**src/rtl/pc_fetch_unit_pkg.sv**
```systemverilog
// Shared types and helpers for the PC / instruction-fetch sequencer.
package pc_fetch_unit_pkg;

    localparam logic [31:0] BOOT_PC = 32'h0000_0000;

    typedef enum logic [1:0] {
        ST_BOOT  = 2'd0,
        ST_FETCH = 2'd1,
        ST_HOLD  = 2'd2
    } state_e;

    typedef enum logic [1:0] {
        SEL_SEQ = 2'd0,
        SEL_BR  = 2'd1,
        SEL_JMP = 2'd2,
        SEL_JR  = 2'd3
    } sel_e;

    // J-type target: keep the 256 MB region of the delay-slot PC.
    function automatic logic [31:0] jmp_target(input logic [31:0] base,
                                               input logic [25:0] index);
        return {base[31:28], index, 2'b00};
    endfunction

endpackage

```
**src/rtl/pc_next_sel.sv**
```systemverilog
// Next-PC priority mux: jr > jmp > taken branch > sequential, plus target math.
module pc_next_sel
    import pc_fetch_unit_pkg::*;
(
    input  logic [31:0] seq_base,
    input  logic        br_taken,
    input  logic [31:0] br_base_pc,
    input  logic [31:0] br_offset,
    input  logic        jmp,
    input  logic [25:0] jmp_index,
    input  logic        jr,
    input  logic [31:0] jr_target,
    output logic        redirect,
    output logic [31:0] next_pc,
    output logic        jr_misaligned
);

    sel_e sel;

    always_comb begin
        sel = SEL_SEQ;
        if (jr) begin
            sel = SEL_JR;
        end else if (jmp) begin
            sel = SEL_JMP;
        end else if (br_taken) begin
            sel = SEL_BR;
        end
    end

    // Both adders wrap modulo 2^32 by construction.
    always_comb begin
        next_pc = seq_base + 32'd4;
        unique case (sel)
            SEL_JR:  next_pc = {jr_target[31:2], 2'b00};
            SEL_JMP: next_pc = jmp_target(br_base_pc, jmp_index);
            SEL_BR:  next_pc = br_base_pc + br_offset;
            default: next_pc = seq_base + 32'd4;
        endcase
    end

    assign redirect      = (sel != SEL_SEQ);
    assign jr_misaligned = jr && (jr_target[1:0] != 2'b00);

endmodule

```
**src/rtl/pc_fetch_unit.sv**
```systemverilog
// PC register and fetch sequencer: req/ack to instruction memory, redirect
// handling with a pending target while a request is outstanding.
module pc_fetch_unit
    import pc_fetch_unit_pkg::*;
#(
    parameter int                ADDR_W   = 32,
    parameter logic [ADDR_W-1:0] RESET_PC = BOOT_PC
) (
    input  logic              clk,
    input  logic              rst_n,
    input  logic              stall,
    input  logic              br_taken,
    input  logic [ADDR_W-1:0] br_base_pc,
    input  logic [ADDR_W-1:0] br_offset,
    input  logic              jmp,
    input  logic [25:0]       jmp_index,
    input  logic              jr,
    input  logic [ADDR_W-1:0] jr_target,
    output logic              imem_req,
    output logic [ADDR_W-1:0] imem_addr,
    input  logic              imem_ack,
    output logic [ADDR_W-1:0] pc_out,
    output logic [ADDR_W-1:0] pc_plus4,
    output logic              valid_out,
    output logic              align_err
);

    state_e            state_reg, state_next;
    logic [ADDR_W-1:0] addr_reg, addr_next;
    logic [ADDR_W-1:0] pc_reg, pc_next;
    logic              valid_reg, valid_next;
    logic              align_reg, align_next;
    logic              pend_valid_reg, pend_valid_next;
    logic [ADDR_W-1:0] pend_addr_reg, pend_addr_next;

    logic              sel_redirect;
    logic [ADDR_W-1:0] sel_pc;
    logic              sel_misaligned;
    logic              redirect_now;

    pc_next_sel u_next_sel (
        .seq_base      (addr_reg),
        .br_taken      (br_taken),
        .br_base_pc    (br_base_pc),
        .br_offset     (br_offset),
        .jmp           (jmp),
        .jmp_index     (jmp_index),
        .jr            (jr),
        .jr_target     (jr_target),
        .redirect      (sel_redirect),
        .next_pc       (sel_pc),
        .jr_misaligned (sel_misaligned)
    );

    // Redirect inputs are meaningless until the first fetch has been issued.
    assign redirect_now = sel_redirect && (state_reg != ST_BOOT);

    always_comb begin
        state_next      = state_reg;
        addr_next       = addr_reg;
        pc_next         = pc_reg;
        valid_next      = valid_reg;
        pend_valid_next = pend_valid_reg;
        pend_addr_next  = pend_addr_reg;
        align_next      = sel_misaligned && (state_reg != ST_BOOT);

        unique case (state_reg)
            ST_BOOT: begin
                state_next = ST_FETCH;
            end
            ST_FETCH: begin
                if (imem_ack) begin
                    // A fresh redirect beats an older pending one; either drops this fetch.
                    pc_next         = addr_reg;
                    valid_next      = !(redirect_now || pend_valid_reg);
                    addr_next       = (pend_valid_reg && !redirect_now) ? pend_addr_reg : sel_pc;
                    pend_valid_next = 1'b0;
                    if (stall) begin
                        state_next = ST_HOLD;
                    end
                end else if (redirect_now) begin
                    pend_valid_next = 1'b1;
                    pend_addr_next  = sel_pc;
                end
            end
            ST_HOLD: begin
                if (redirect_now) begin
                    pend_valid_next = 1'b1;
                    pend_addr_next  = sel_pc;
                    valid_next      = 1'b0;
                end
                if (!stall) begin
                    state_next = ST_FETCH;
                end
            end
            default: begin
                state_next = ST_BOOT;
            end
        endcase
    end

    always_ff @(posedge clk or negedge rst_n) begin
        if (!rst_n) begin
            state_reg      <= ST_BOOT;
            addr_reg       <= RESET_PC;
            pc_reg         <= RESET_PC;
            valid_reg      <= 1'b0;
            align_reg      <= 1'b0;
            pend_valid_reg <= 1'b0;
            pend_addr_reg  <= RESET_PC;
        end else begin
            state_reg      <= state_next;
            addr_reg       <= addr_next;
            pc_reg         <= pc_next;
            valid_reg      <= valid_next;
            align_reg      <= align_next;
            pend_valid_reg <= pend_valid_next;
            pend_addr_reg  <= pend_addr_next;
        end
    end

    assign imem_req  = (state_reg == ST_FETCH);
    assign imem_addr = addr_reg;
    assign pc_out    = pc_reg;
    assign pc_plus4  = pc_reg + ADDR_W'(4);
    assign valid_out = valid_reg;
    assign align_err = align_reg;

endmodule

```
**config.mk**
```make
export PLATFORM = sky130hd
export DESIGN_NAME = pc_fetch_unit
export DESIGN_NICKNAME = d
export VERILOG_FILES = /design/src/rtl/pc_fetch_unit_pkg.sv /design/src/rtl/pc_next_sel.sv /design/src/rtl/pc_fetch_unit.sv
export SDC_FILE = /design/constraint.sdc
export NUM_CORES = 1
export LEC_CHECK = 0
export CELL_PAD_IN_SITES_DETAIL_PLACEMENT = 1
export CELL_PAD_IN_SITES_GLOBAL_PLACEMENT = 1
export CORE_ASPECT_RATIO = 0.5
export CORE_UTILIZATION = 39
export DETAILED_ROUTE_END_ITERATION = 12
export GPL_TIMING_DRIVEN = 0
export HOLD_SLACK_MARGIN = 0.1
export PLACE_DENSITY = 0.92
export SLEW_MARGIN = 20
export SYNTH_ARGS = -nofsm -noshare
export SYNTH_HDL_FRONTEND = slang
export SYNTH_HIERARCHICAL = 1
export SYNTH_SLANG_ARGS = --single-unit
```
**constraint.sdc**
```tcl
create_clock -name clk -period 6.3 [get_ports clk]
set_clock_uncertainty 0.15 [all_clocks]
set_input_delay 1.89 -clock clk [delete_from_list [all_inputs] [get_ports clk]]
set_output_delay 1.89 -clock clk [all_outputs]
set_load 0.01 [all_outputs]
```
==> results of run 1 <==
[Yosys cell counts (4+ instances only)]
library cell and instances:
dfrtp_1 101, nand2_1 99, a21oi_1 71, o21ai_0 68
mux2_2 64, nor2_1 56, xnor2_1 44, nand3_1 37
ha_1 36, mux2i_1 35, clkbuf_1 34, xor2_1 28
inv_1 24, nand4_1 24, nor3_1 21, a21o_1 13
a31oi_1 13, a211oi_1 11, buf_2 10, and3_1 9
or3_1 8, o21a_1 7, o22ai_1 7, a222oi_1 6
a22oi_1 6, o21ai_1 6, and4_1 5, buf_1 5
o211ai_1 5, o21bai_1 5, a221oi_1 4
[power by group]
group          leakage [nW]  total (mW)  internal (mW)  switching, mW
registers              1.27        1.42          0.945          0.477
clock network         0.136       0.559          0.276          0.283
logic                  3.15        2.29           1.16           1.13
total                  4.55        4.27           2.38           1.89
[cells by family after synthesis]
kind of cell / Yosys count
AO/OA/AOI/OAI: 248
XOR/XNOR: 72
adder cells (fa/ha/maj): 37
buffers and inverters: 77
flip-flops: 101
multiplexers: 100
AND/OR/NAND/NOR: 286
[routing by layer]
layer | global-route usage (%) | routed length (um) | vias up
li1 | - | - | 3864
met3 | 5.09 | 2580 | 97
met2 | 56.3 | 16700 | 426
met5 | 0 | 14 | -
met4 | 13.0 | 1180 | 2
met1 | 41.8 | 14500 | 4318
[worst paths after layout]
path | startpoint | endpoint | slack [ns]
worst max register to register | imem_addr[2] | imem_addr[24] | 2.56
min in group asynchronous | rst_n | pend_addr_reg[0] | 1.24
max in group asynchronous | rst_n | pend_addr_reg[19] | 4.09
worst max-delay path | br_taken | imem_addr[19] | 1.06
worst min register to register | pend_addr_reg[25] | pend_addr_reg[25] | 0.37
worst min-delay path | pend_addr_reg[25] | pend_addr_reg[25] | 0.37
[layout make-up]
cell class              count  area (um^2)
diodes                      1         2.50
plain buffers              51          211
clock buffers              10          229
clock inverters             6         53.8
fillers                  2327         8840
inverters                  26         97.6
multi-input cells         743         5140
flip-flops and latches    101         2530
well taps                 266          333
repair buffers            227         2290
[stage by stage]
step / setup TNS [ns] / hold WS (ns) / worst slack [ns] / area (um^2) / utilization (%)
global placement: -42.02 / 0.317 / -0.420 / 10600 / 53.6
detailed placement: 0 / 0.326 / 0.899 / 10600 / 53.7
CTS: 0 / 0.366 / 1.20 / 10900 / 55.2
global route: 0 / 0.387 / 0.949 / 10900 / 55.2
floorplan: 0 / 0.307 / 2.14 / 7980 / -
finish: 0 / 0.367 / 1.06 / 10900 / 55.2
==> summary.json, run 1 <==
{
  "setup_path": {
    "crit_buf_inv": 5,
    "crit_chain": "clkdlybuf4s50_1 -> clkbuf_1 -> nor3_2 -> clkinv_1 -> nor2b_1 -> nand2b_1 -> clkbuf_1 -> buf_2 -> mux2i_1 -> o21ai_0",
    "setup.worst_path.start_class": "input port",
    "critical_path.most_common_cell": "clkbuf_1",
    "critPathKind": "input port to flip-flop",
    "critical_path.slowest_cell": "nor3_2",
    "path_delay_family": "buffers and inverters",
    "timing.critical_path.fanout_max": 10,
    "cp-end-kind": "flip-flop",
    "worstRegToRegCells": 11,
    "worst_ep_required_time_ns": 6.38,
    "cp.depth": 10,
    "arrival_ns": 5.31,
    "cp_slowest_stage_delay_ns": 0.66
  },
  "detailed_routing": {
    "drt-wirelength-per-cell_um": 24.5,
    "firstDrtPassIters": 7,
    "finalWirelength_mm": 35.0,
    "first_iter_violations": 774,
    "via_per_inst": 6.08,
    "number_of_antenna_violating_nets_in_the_routed_design": 0,
    "residual_drc_count": 0,
    "num_vias": 8707
  },
  "yosys": {
    "warnings_synthesis": 6,
    "synth-adder-area-share_pct": 5.90,
    "yosys_most_used_dff": "dfrtp_1",
    "synth_area_leaders": "dfrtp_1 (32%), mux2_2 (9.0%), ha_1 (5.6%), xnor2_1 (4.8%), nand2_1 (4.7%)",
    "synth_compound_area_share_pct": 19.2,
    "ys_types": 72,
    "synth_xor_area_share_pct": 7.91,
    "synth_simple_gate_area_share_pct": 17.8,
    "synth.top_cell.area_share_pct": 31.7,
    "count_of_flip_flops_with_a_built_in_enable_after_synthesis": 0,
    "seq_area_frac_synth_pct": 31.7,
    "syn_nets": 1087,
    "post_synth_mux_area_share_pct": 13.6,
    "yosys_register_bits": 101,
    "syn_inst": 921,
    "synth.cell_area_mm2": 0.00798,
    "main_combinational_cell_family_by_area_after_synthesis": "compound AO/OA/AOI/OAI gates",
    "synth_top_area_cell": "dfrtp_1",
    "synth-async-reset-ratio_pct": 100,
    "synth_area_per_cell_um2": 8.66
  },
  "floorplan": {
    "start_util_pct": 40.4,
    "dieArea_mm2": 0.0211,
    "fp_rows": 36,
    "die_height_um": 103,
    "io-pin-count": 228,
    "die_span_x_um": 204,
    "core_region_area_mm2": 0.0197
  },
  "clocking": {
    "tritoncts_clock_tree": "done",
    "tritoncts_num_sinks": 101,
    "hold_bufs_inserted_after_cts": 0,
    "cts_max_level": 3,
    "cts_buffers": 9,
    "post_cts_resize_count": 0,
    "clk_root_buffer_cell": "clkbuf_16",
    "clockBufferDepth": 2,
    "clock_latency_ns": 0.36,
    "post-cts-setup-buffer-count": 0,
    "worst_setup_hold_path_clk_slew_ns": 0.08
  },
  "timing": {
    "clock.fmax_mhz": 191,
    "layout_worst_path_cycle_share_pct": 83.1,
    "timing_hold_violations_final": 0,
    "tmin_final_ns": 5.24,
    "rsz0062_at_grt": "no",
    "timing_max_transition_violations_final": 0,
    "timing.slew.headroom_pct": 50.8,
    "setup-violations-final": 0,
    "worst_pin_slew_ns": 0.731
  },
  "global_routing": {
    "grt_first_pass_wirelength_mm": 52.3,
    "grt_antenna_before_repair": 2,
    "globalRoute.totalOverflow": 0,
    "grt_max_degree": 72,
    "globalRouteTotalUtil_pct": 32.7,
    "number_of_global_route_vias_before_repair": 8813
  },
  "job": {
    "cap_violations": 0
  },
  "final_layout": {
    "layout-drive-gt1-share_pct": 9.62,
    "mostFrequentLayoutCell": "clkdlybuf4s50_1",
    "layout_common_cells": "clkdlybuf4s50_1 (225), dfrtp_1 (101), nand2_1 (99)",
    "syn_to_final_growth_pct": 36.5,
    "final_nets": 1325,
    "final-instance-count-excl-fill": 1431
  },
  "min_path": {
    "worstHoldPathType": "flip-flop to flip-flop",
    "worst_hold_path.num_cells": 1
  },
  "power_and_ir_drop": {
    "max-vdd-ir-drop_mv": 0.202,
    "power_leakage_nw": 4.55,
    "areal_power_density_over_the_cells_mw_per_mm2": 392,
    "p_total_mw": 4.27
  },
  "place": {
    "port_buffers": 226,
    "place_inst": 1414,
    "gpl.final_weighted_congestion": 0.918,
    "detailedPlacementHpwl_mm": 26.0
  },
  "run_status": {
    "status": "finished, final reports clean"
  }
}
No activity file was read; power rests on OpenSTA's default activity.
==> run 2, diff against run 1 <==
Settings changed: CORE_UTILIZATION 39 to 33, PLACE_DENSITY 0.92 to 0.83.
Clock period 6.3 ns to 4.7 ns, I/O delays scaled along.
==> run 2 against run 1 <==
Die area up 18%. Sequential power rose by 31%. Cell count rose by 2.8%. Highest routed layer is now met4. Worst hold slack got worse by 0.0073 ns. Clock power up 45%. Setup slack worse by 0.87 ns. Sequential share of layout area down 0.23 points.
==> summary.json, run 2 (synthesis gave the netlist of run 1 again) <==
{
  "run_status": {
    "status": "finished, final reports clean"
  },
  "floorplan": {
    "io-pin-count": {"value": 228, "change": "unchanged"},
    "dieArea": {"value": 0.0248, "unit": "mm^2", "change": "+18%"},
    "die_span_x": {"value": 222, "unit": "um", "change": "+8.6%"},
    "die_height": {"value": 112, "unit": "um", "change": "+8.5%"},
    "core_region_area": {"value": 0.0233, "unit": "mm^2", "change": "+18%"},
    "fp_rows": {"value": 39, "change": "+8.3%"},
    "start_util": {"value": 34.3, "unit": "%", "change": "-6.2 points"}
  },
  "place": {
    "dpl-instance-area": {"value": 0.0107, "unit": "mm^2", "change": "+0.48%"},
    "detailedPlacementHpwl": {"value": 25.7, "unit": "mm", "change": "-1.3%"},
    "gpl.final_weighted_congestion": {"value": 0.857, "change": "-6.6%"},
    "worst_slack_placed": {"value": -0.264, "unit": "ns", "change": "-1.16 ns"},
    "place_inst": {"value": 1455, "change": "+2.9%"},
    "port_buffers": {"value": 226, "change": "unchanged"}
  },
  "clocking": {
    "cts_max_level": {"value": 3, "change": "unchanged"},
    "worst_setup_hold_path_clk_slew": {"value": 0.08, "unit": "ns", "change": "about the same"},
    "tritoncts_clock_tree": "done",
    "tritoncts_num_sinks": {"value": 101, "change": "unchanged"},
    "clk_root_buffer_cell": "clkbuf_16",
    "clock_latency": {"value": 0.36, "unit": "ns", "change": "about the same"},
    "hold_bufs_inserted_after_cts": {"value": 0, "change": "unchanged"},
    "cts_buffers": {"value": 9, "change": "unchanged"},
    "clockBufferDepth": {"value": 2, "change": "unchanged"}
  },
  "detailed_routing": {
    "first_iter_violations": {"value": 546, "change": "-29%"},
    "number_of_antenna_violating_nets_in_the_routed_design": {"value": 0, "change": "unchanged"},
    "num_vias": {"value": 8342, "change": "-4.2%"},
    "finalWirelength": {"value": 32.3, "unit": "mm", "change": "-7.9%"},
    "residual_drc_count": {"value": 0, "change": "unchanged"},
    "drt-wirelength-per-cell": {"value": 21.9, "unit": "um", "change": "-10%"},
    "firstDrtPassIters": {"value": 7, "change": "unchanged"},
    "via_per_inst": {"value": 5.67, "change": "-6.8%"}
  },
  "final_layout": {
    "syn_to_final_growth_pct": 37.8,
    "diodes": {"value": 0, "change": "-1"},
    "layout_common_cells": "clkdlybuf4s50_1 (225), dfrtp_1 (101), nand2_1 (99)",
    "final-instance-count-excl-fill": {"value": 1471, "change": "+2.8%"},
    "area_of_combinational_cells_with_multiple_inputs": {"value": 0.00515, "unit": "mm^2", "change": "+0.24%"},
    "post-route-util": {"value": 47.2, "unit": "%", "change": "-7.9 points"},
    "final_nets": {"value": 1325, "change": "unchanged"},
    "layout-drive-gt1-share": {"value": 9.88, "unit": "%", "change": "+0.26 points"},
    "mostFrequentLayoutCell": "clkdlybuf4s50_1",
    "num-fill-cells": {"value": 2726, "change": "+17%"},
    "final_design_area_no_fill": {"value": 0.0110, "unit": "mm^2", "change": "+0.99%"},
    "area_used_by_sequential_logic_in_the_layout": {"value": 0.00253, "unit": "mm^2", "change": "unchanged"}
  },
  "timing": {
    "layout_worst_path_cycle_share_pct": 95.8,
    "tmin_final_ns": 4.50,
    "timing_max_transition_violations_final": {"value": 0, "change": "unchanged"},
    "postLayoutSetupSlackWorst": {"value": 0.197, "unit": "ns", "change": "-0.867 ns"},
    "timing_hold_violations_final": {"value": 0, "change": "unchanged"},
    "rsz0062_at_grt": "no",
    "clock.fmax_mhz": 222,
    "setup-violations-final": {"value": 0, "change": "unchanged"},
    "totalNegativeSetupSlack": {"value": 0, "unit": "ns", "change": "unchanged"},
    "timing.slew.headroom": {"value": 49.1, "unit": "%", "change": "-1.7 points"},
    "timing.hold.ws": {"value": 0.359, "unit": "ns", "change": "-0.00728 ns"},
    "worst_pin_slew": {"value": 0.763, "unit": "ns", "change": "+0.0317 ns"}
  },
  "global_routing": {
    "globalRouteTotalUtil": {"value": 25.9, "unit": "%", "change": "-6.9 points"},
    "globalRoute.totalOverflow": {"value": 0, "change": "unchanged"},
    "number_of_global_route_vias_before_repair": {"value": 8794, "change": "-0.22%"},
    "grt_max_degree": {"value": 78, "change": "+8.3%"},
    "grt_antenna_before_repair": {"value": 0, "change": "-2"},
    "grt_first_pass_wirelength": {"value": 50.3, "unit": "mm", "change": "-3.8%"}
  },
  "setup_path": {
    "critical_path.slowest_cell": "clkdlybuf4s50_1",
    "worst_ep_required_time": {"value": 3.14, "unit": "ns", "change": "-3.24 ns"},
    "timing.critical_path.fanout_max": {"value": 6, "change": "-4"},
    "crit_chain": "ha_1 -> nand3_1 -> or4_1 -> buf_2 -> nor4_4 -> xor2_1 -> clkdlybuf4s50_1",
    "setup.worst_path.start_class": "flip-flop",
    "cp_slowest_stage_delay": {"value": 0.56, "unit": "ns", "change": "-0.10 ns"},
    "critPathKind": "flip-flop to output pin",
    "arrival": {"value": 2.94, "unit": "ns", "change": "-2.37 ns"},
    "cp-end-kind": "output pin"
  },
  "power_and_ir_drop": {
    "max-vdd-ir-drop": {"value": 0.220, "unit": "mV", "change": "+9.1%"},
    "power_leakage": {"value": 4.58, "unit": "nW", "change": "+0.55%"},
    "p_total": {"value": 5.63, "unit": "mW", "change": "+32%"},
    "areal_power_density_over_the_cells": {"value": 513, "unit": "mW/mm^2", "change": "+31%"}
  },
  "min_path": {
    "worstHoldPathType": "flip-flop to flip-flop"
  },
  "job": {
    "cap_violations": {"value": 0, "change": "unchanged"}
  }
}
-- run 2: changes by cell type in the layout (fill, tap and decap cells not counted) --
cell       change
clkinv_4       -2
clkinv_8       +2
bufinv_16      +1
clkbuf_1       -1
clkinv_1       -1
diode_2        -1
inv_6          +1
nor3_2         -1
nor3_4         +1
nor4_1         -1
nor4_2         +1
-- run 2: worst paths after layout --
check                                 start               end  slack [ns]  cells after the start
max reg2reg                    imem_addr[2]     imem_addr[28]        1.16                     11
min in group asynchronous             rst_n     imem_addr[24]        0.75                      1
min reg2reg                pend_addr_reg[7]  pend_addr_reg[7]        0.36                      1
max in group asynchronous             rst_n     imem_addr[20]        2.99                      2
min                        pend_addr_reg[7]  pend_addr_reg[7]        0.36                      1
max                               pc_out[3]      pc_plus4[26]        0.20                      7
-- run 2: power breakdown --
group	internal (mW)	switching (mW)	leakage (nW)
sequential	1.27	0.596	1.27
combinational	1.55	1.41	3.15
clock	0.432	0.378	0.158
-- run 2: cell type report --
| cell class | count | area share, % |
|---|---|---|
| sequential | 101 | 23.0 |
| multi-input combinational | 743 | 46.9 |
| inverter | 26 | 0.922 |
| buffer | 51 | 1.92 |
| timing repair buffer | 227 | 20.8 |
| tap | 307 | 3.49 |
| clock inverter | 7 | 0.911 |
| clock buffer | 9 | 2.05 |
-- run 2: worst max-delay path, delay by kind of cell, from the launching register on --
| family | cells | cell delay, ns |
|---|---|---|
| xor gates and xnor gates | 1 | 0.20 |
| DFF | 1 | 0.45 |
| adders and majority gates | 1 | 0.22 |
| and+or+nand+nor | 3 | 0.96 |
| buffers and inverters | 2 | 0.74 |
-- run 2: metal layers --
layer	global-route usage (%)	share of wire, %	vias up
li1	-	-	3863
met1	33.9	45	4199
met2	45.9	49	236
met3	2.43	3.8	44
met4	6.34	1.9	0
met5	0	0	-
-- run 2: repair_timing --
action / CTS / global route
resized for setup: 0 / 3
buffers inserted: 0 / 0
endpoints found under the setup margin: 0 / 62
